**src/rtl/systolic_pkg.sv**
```systemverilog
// Shared definitions for the systolic-array result path: default array
// geometry and the drain state machine encoding.
package systolic_pkg;

   // Default array dimension (results form a DEF_N x DEF_N matrix).
   localparam int DEF_N     = 3;
   // Default width of one accumulated result.
   localparam int DEF_ACC_W = 32;

   // Drain FSM: IDLE waits for a capture, DRAIN streams the held matrix.
   typedef enum logic {
      IDLE  = 1'b0,
      DRAIN = 1'b1
   } drain_state_t;

   // Width of a row/column index. The floor of 1 keeps a degenerate
   // 1x1 array from producing a zero-width vector.
   function automatic int idx_width(input int n);
      return (n > 1) ? $clog2(n) : 1;
   endfunction

endpackage : systolic_pkg

```
**src/rtl/rise_detect.sv**
```systemverilog
// Rising-edge detector. It registers d once, and rise is high in any cycle
// where d is 1 now and was 0 in the previous cycle. Reset clears the
// history, so a d already high at reset release reads as a fresh edge.
module rise_detect (
   input  logic clk,
   input  logic reset,
   input  logic d,
   output logic rise
);

   logic d_q;

   // Remember the previous-cycle level of d.
   // NOTE: clocked state uses non-blocking (<=). Every flop then sees
   // values from before the edge, whatever the order the blocks run in.
   always_ff @(posedge clk or posedge reset) begin
      if (reset) begin
         d_q <= 1'b0;
      end else begin
         d_q <= d;
      end
   end

   assign rise = d & ~d_q;

endmodule : rise_detect

```
**src/rtl/y_drain.sv**
```systemverilog
// Result drain for an N x N systolic array. A rising edge on en_y
// snapshots the whole result matrix into a local flop buffer. The block
// then streams the matrix one element at a time in row-major order over a
// valid/ready handshake. If a capture request arrives while a matrix is
// still draining, the request is dropped and a sticky overrun flag is set.
// The one exception is a request that lands on the final handshake: it is
// accepted and a new drain starts back to back.
module y_drain
   import systolic_pkg::*;
#(
   parameter  int N     = DEF_N,
   parameter  int ACC_W = DEF_ACC_W,
   localparam int IDX_W = idx_width(N)
) (
   input  logic                 clk,
   input  logic                 reset,
   input  logic                 en_y,
   input  logic [N*N*ACC_W-1:0] y_in,
   input  logic                 clr_ovr,
   output logic                 out_valid,
   input  logic                 out_ready,
   output logic [ACC_W-1:0]     out_data,
   output logic [IDX_W-1:0]     out_row,
   output logic [IDX_W-1:0]     out_col,
   output logic                 out_last,
   output logic                 busy,
   output logic                 overrun
);

   localparam logic [IDX_W-1:0] LAST_IDX = IDX_W'(N - 1);

   drain_state_t     state;
   logic [ACC_W-1:0] buffer [N][N];

   logic             rise;
   logic             handshake;
   logic             final_hs;
   logic             capture;
   logic             drop;
   logic [IDX_W-1:0] next_row;
   logic [IDX_W-1:0] next_col;

   // Edge detection on the upstream result-ready level. A level held high
   // therefore yields exactly one capture request.
   rise_detect u_rise (
      .clk   (clk),
      .reset (reset),
      .d     (en_y),
      .rise  (rise)
   );

   // Handshake qualification and capture/drop arbitration. A capture is
   // accepted when idle, or when the final element leaves in that cycle.
   // Any other request during a drain is a dropped request.
   assign handshake = out_valid & out_ready;
   assign final_hs  = handshake & out_last;
   assign capture   = rise & ((state == IDLE) | final_hs);
   assign drop      = rise & (state == DRAIN) & ~final_hs;

   // Row-major successor of the current index.
   // NOTE: every output of this block gets a default before any branch.
   // Otherwise a path that skips an assignment infers a latch.
   always_comb begin
      next_row = out_row;
      next_col = out_col + IDX_W'(1);
      if (out_col == LAST_IDX) begin
         next_col = '0;
         next_row = out_row + IDX_W'(1);
      end
   end

   // Snapshot of the result matrix. Later changes on y_in cannot reach
   // the output stream.
   // NOTE: the buffer has no reset. Its contents are only read after a
   // capture has written every element, so clearing it would add reset
   // fan-out and buy nothing.
   always_ff @(posedge clk) begin
      if (capture) begin
         for (int r = 0; r < N; r++) begin
            for (int c = 0; c < N; c++) begin
               buffer[r][c] <= y_in[(r*N + c)*ACC_W +: ACC_W];
            end
         end
      end
   end

   // Drain FSM. The state, index and every stream output are registered,
   // so the outputs stay stable while the consumer stalls.
   always_ff @(posedge clk or posedge reset) begin
      if (reset) begin
         state     <= IDLE;
         out_valid <= 1'b0;
         busy      <= 1'b0;
         out_last  <= 1'b0;
         out_row   <= '0;
         out_col   <= '0;
         out_data  <= '0;
      end else begin
         unique case (state)
            IDLE: begin
               if (capture) begin
                  state     <= DRAIN;
                  out_valid <= 1'b1;
                  busy      <= 1'b1;
                  out_row   <= '0;
                  out_col   <= '0;
                  out_data  <= y_in[ACC_W-1:0];
                  out_last  <= (N == 1);
               end
            end
            DRAIN: begin
               if (capture) begin
                  // Back-to-back matrix: restart at (0,0) straight from y_in.
                  // The buffer is loaded on this same edge.
                  out_row   <= '0;
                  out_col   <= '0;
                  out_data  <= y_in[ACC_W-1:0];
                  out_last  <= (N == 1);
               end else if (final_hs) begin
                  state     <= IDLE;
                  out_valid <= 1'b0;
                  busy      <= 1'b0;
                  out_last  <= 1'b0;
                  out_row   <= '0;
                  out_col   <= '0;
                  out_data  <= '0;
               end else if (handshake) begin
                  out_row   <= next_row;
                  out_col   <= next_col;
                  out_data  <= buffer[next_row][next_col];
                  out_last  <= (next_row == LAST_IDX) && (next_col == LAST_IDX);
               end
            end
            default: begin
               state     <= IDLE;
               out_valid <= 1'b0;
               busy      <= 1'b0;
               out_last  <= 1'b0;
            end
         endcase
      end
   end

   // Sticky overrun flag. A dropped request in the same cycle as a clear
   // leaves the flag set.
   always_ff @(posedge clk or posedge reset) begin
      if (reset) begin
         overrun <= 1'b0;
      end else if (drop) begin
         overrun <= 1'b1;
      end else if (clr_ovr) begin
         overrun <= 1'b0;
      end
   end

endmodule : y_drain

```
**config.mk**
```make
export PLATFORM = sky130hd
export DESIGN_NAME = y_drain
export DESIGN_NICKNAME = d
export VERILOG_FILES = /design/src/rtl/systolic_pkg.sv /design/src/rtl/rise_detect.sv /design/src/rtl/y_drain.sv
export SDC_FILE = /design/constraint.sdc
export NUM_CORES = 1
export LEC_CHECK = 0
export BUFFER_PORTS_ARGS = -buffer_cell sky130_fd_sc_hd__buf_2
export CORE_MARGIN = 3
export CORE_UTILIZATION = 50
export CTS_CLUSTER_SIZE = 24
export DETAILED_ROUTE_END_ITERATION = 8
export PLACE_DENSITY = 0.86
export SLEW_MARGIN = 20
export SYNTH_ARGS = -nofsm -noshare
export SYNTH_HDL_FRONTEND = slang
export SYNTH_HIERARCHICAL = 1
export SYNTH_SLANG_ARGS = --single-unit
export TNS_END_PERCENT = 1
```
**constraint.sdc**
```tcl
create_clock -name clk -period 11.11 [get_ports clk]
set_input_delay 0.5555 -clock clk [delete_from_list [all_inputs] [get_ports clk]]
set_output_delay 0.5555 -clock clk [all_outputs]
set_load 0.01 [all_outputs]
```
==> impl_metrics.csv <==
group,metric,value,unit
final_layout,post-route-util,0.624,
die,dieWidth,172,um
clocking,cts.path.max_buffers,3,
die,core,27000,um^2
timing,slew_violations,0,
synthesis,synthTopCellsByCount,"288 x edfxtp_1, 63 x o21ai_0, 53 x mux2i_1",
final_layout,fillers,1983,
critical_path,cp-endpoint,"out_data[11]",
synthesis,synth_top_area_frac,0.627,
critical_path,timing.rr.end,"out_data[11]",
global_routing,use_met1,0.317,
synthesis,avgSynthCellArea,15.1,um^2
placed_design,port_buffers,332,
clocking,cts_resized,0,
critical_path,cp_cell_sequence,"buf_4, nor2b_2, buf_4, a22o_1, a21oi_1, a221o_1, a211oi_2",
die,fp.dieArea,29600,um^2
synthesis,synth.distinct_cells,52,
synthesis,synth_most_common_cell,"edfxtp_1",
clocking,cts_tree,"yes",
timing,finalSetupTns,0,ns
clocking,clkTransAtPathRegs,0.06,ns
synthesis,synth_edf_count,288,
synthesis,synth_largest_area_cell,"edfxtp_1",
clocking,cts_made_buffers,36,
power,peakVddDrop,0.000137,V
placed_design,placedInstanceArea,15700,um^2
critical_path,path_class,"flop to flop",
die,initial_core_util,0.510,
timing,fmax,291,MHz
global_routing,grt_max_degree,93,
timing,setup_viol,0,
synthesis,ys.flop_type,"edfxtp_1",
power,power_density,230,nW/um^2
die,rows,60,
critical_path,rrSetupSlack,7.67,ns
drt,via_count,9868,
critical_path,cp_num_cells,7,
critical_path,worst-path-buf-inv,2,
hold_path,holdPathStages,1,
drt,drt-total-wl,38000,um
synthesis,syn-num-nets,1204,
critical_path,r2r_start,"out_col[1]",
drt,dr.pass1.iters,9,
placed_design,gp_congestion,0.856,
drt,via_per_inst,6.16,
clocking,clk_latency,0.51,ns
critical_path,crit_top_cell,"buf_4",
placed_design,dp_hpwl,24800,um
timing,rsz0062_at_grt,"no",
power,power.total,3.88,mW
synthesis,synth.area.top_cells,"edfxtp_1 63%, dfrtp_1 7.4%, mux2i_1 3.8%",
timing,fin_skew,0.0208,ns
die,ios,333,
timing,timing.final.ws_setup,7.67,ns
timing,period_share,0.309,
timing,period_minus_slack,3.44,ns
timing,tightest_slew,1.04,ns
synthesis,yosysSeqAreaShare,0.702,
critical_path,reg2reg_depth,7,
final_layout,final_cell_area,16900,um^2
final_layout,seqCellArea,9690,um^2
clocking,cts.sinks,329,
run,drv_cap,0,
critical_path,crit_family,"buffers and inverters",
final_layout,fin_cells,1602,
timing,hold_viol,0,
synthesis,netlist_area,13800,um^2
placed_design,place_inst,1526,
global_routing,grt_pass1_vias,10019,
synthesis,synthCells,911,
global_routing,busiest_layer,"met2",
final_layout,synthToLayoutAreaGrowth,22.3,%
timing,whs,0.191,ns
global_routing,antenna_found_initial,11,
timing,slew_headroom,0.307,
critical_path,crit_path_start,"out_col[1]",
final_layout,layout-drive-gt1-share,0.364,
critical_path,cpPeakStageDelay,0.76,ns
final_layout,multi_input_area,3690,um^2
critical_path,end_kind,"flop",
global_routing,grt_usage,0.247,
clocking,cts_max_level,2,
critical_path,cp_max_fo,77,
drt,drc,0,
critical_path,slowest_stage,"dfrtp_4",
critical_path,arrival,3.85,ns
critical_path,critical_path_required,11.52,ns
drt,avgRoutedWirePerCell,23.7,um
drt,initialDrtViolationCount,1260,
placed_design,post-place-ws,7.25,ns
status,status,"finished, final reports clean",
global_routing,grt_pass1_wl,55700,um
drt,ant_nets,0,
die,die_h,172,um
clocking,root_buffer,"clkbuf_16",
synthesis,yosysWarnings,6,
hold_path,hold_path_class,"input pin to flop",
power,p_leak,6.27,nW
synthesis,synth.ff_latch_count,329,
final_layout,nNetsFinal,1518,
global_routing,grt_use_met2,0.403,
synthesis,synthArstFlopShare,0.125,
global_routing,use_met3,0.0558,
critical_path,crit_path_start_kind,"flop",
global_routing,overflow,0,
cells in the final DEF (no fill, tap or decap), drive strengths merged, types with 6 or more instances in the layout:
master	Yosys	layout
o221ai	7	7
a222oi	21	21
nor2	30	30
mux2i	53	53
a21oi	48	48
dfrtp	41	41
clkbuf	24	49
a221oi	21	21
and2	8	8
diode	0	10
clkinv	0	12
a22o	26	26
a221o	25	25
nand2	36	36
inv	26	27
nor2b	12	12
o311ai	6	6
a211oi	26	26
nor3b	22	22
a22oi	13	13
o21ai	69	69
edfxtp	288	288
mux4	6	6
mux2	13	13
buf	47	346
state kept, by name (all words and copies together), names as in the netlist, 2 cells and up:
signal	count
out_data	32
out_col	2
out_row	2
buffer	288
final cells by class:
| type | instances | area share |
|---|---|---|
| Inverter | 26 | 0.00586 |
| Tap cell | 341 | 0.0253 |
| Multi-Input combinational cell | 485 | 0.219 |
| Antenna cell | 10 | 0.00148 |
| Timing Repair Buffer | 347 | 0.107 |
| Clock buffer | 49 | 0.0600 |
| Sequential cell | 329 | 0.575 |
| Clock inverter | 15 | 0.00624 |
repair_timing:
action                    in CTS  in global routing
hold buffers                   1                  0
hold endpoints to repair       1                  0
buffers inserted               0                  0
kinds of logic after synthesis:
group	share of synthesized area
DFF	0.702
muxes	0.0589
AOI/OAI and AO/OA	0.157
buffers and inverters	0.0334
and+or+nand+nor	0.0473
xor gates and xnor gates	0.00182
worst min-delay path by stage:
stage / to / startpoint
finish: u_rise/d_q / en_y
global route: u_rise/d_q / en_y
CTS: u_rise/d_q / en_y
detailed placement: u_rise/d_q / reset
global placement: u_rise/d_q / reset
floorplan: u_rise/d_q / reset
power breakdown:
| part | leakage [nW] | internal (mW) | switching, mW |
|---|---|---|---|
| registers | 3.06 | 1.47 | 0.135 |
| logic | 2.65 | 0.473 | 0.663 |
| clock network | 0.551 | 0.662 | 0.473 |
| total | 6.27 | 2.61 | 1.27 |
per-layer routing:
layer,routed length (um),vias to the layer above
met5,34,-
met4,1620,6
met3,3620,133
met2,18700,686
met1,13900,4753
li1,-,4290
(Power assumes the default switching activity.)
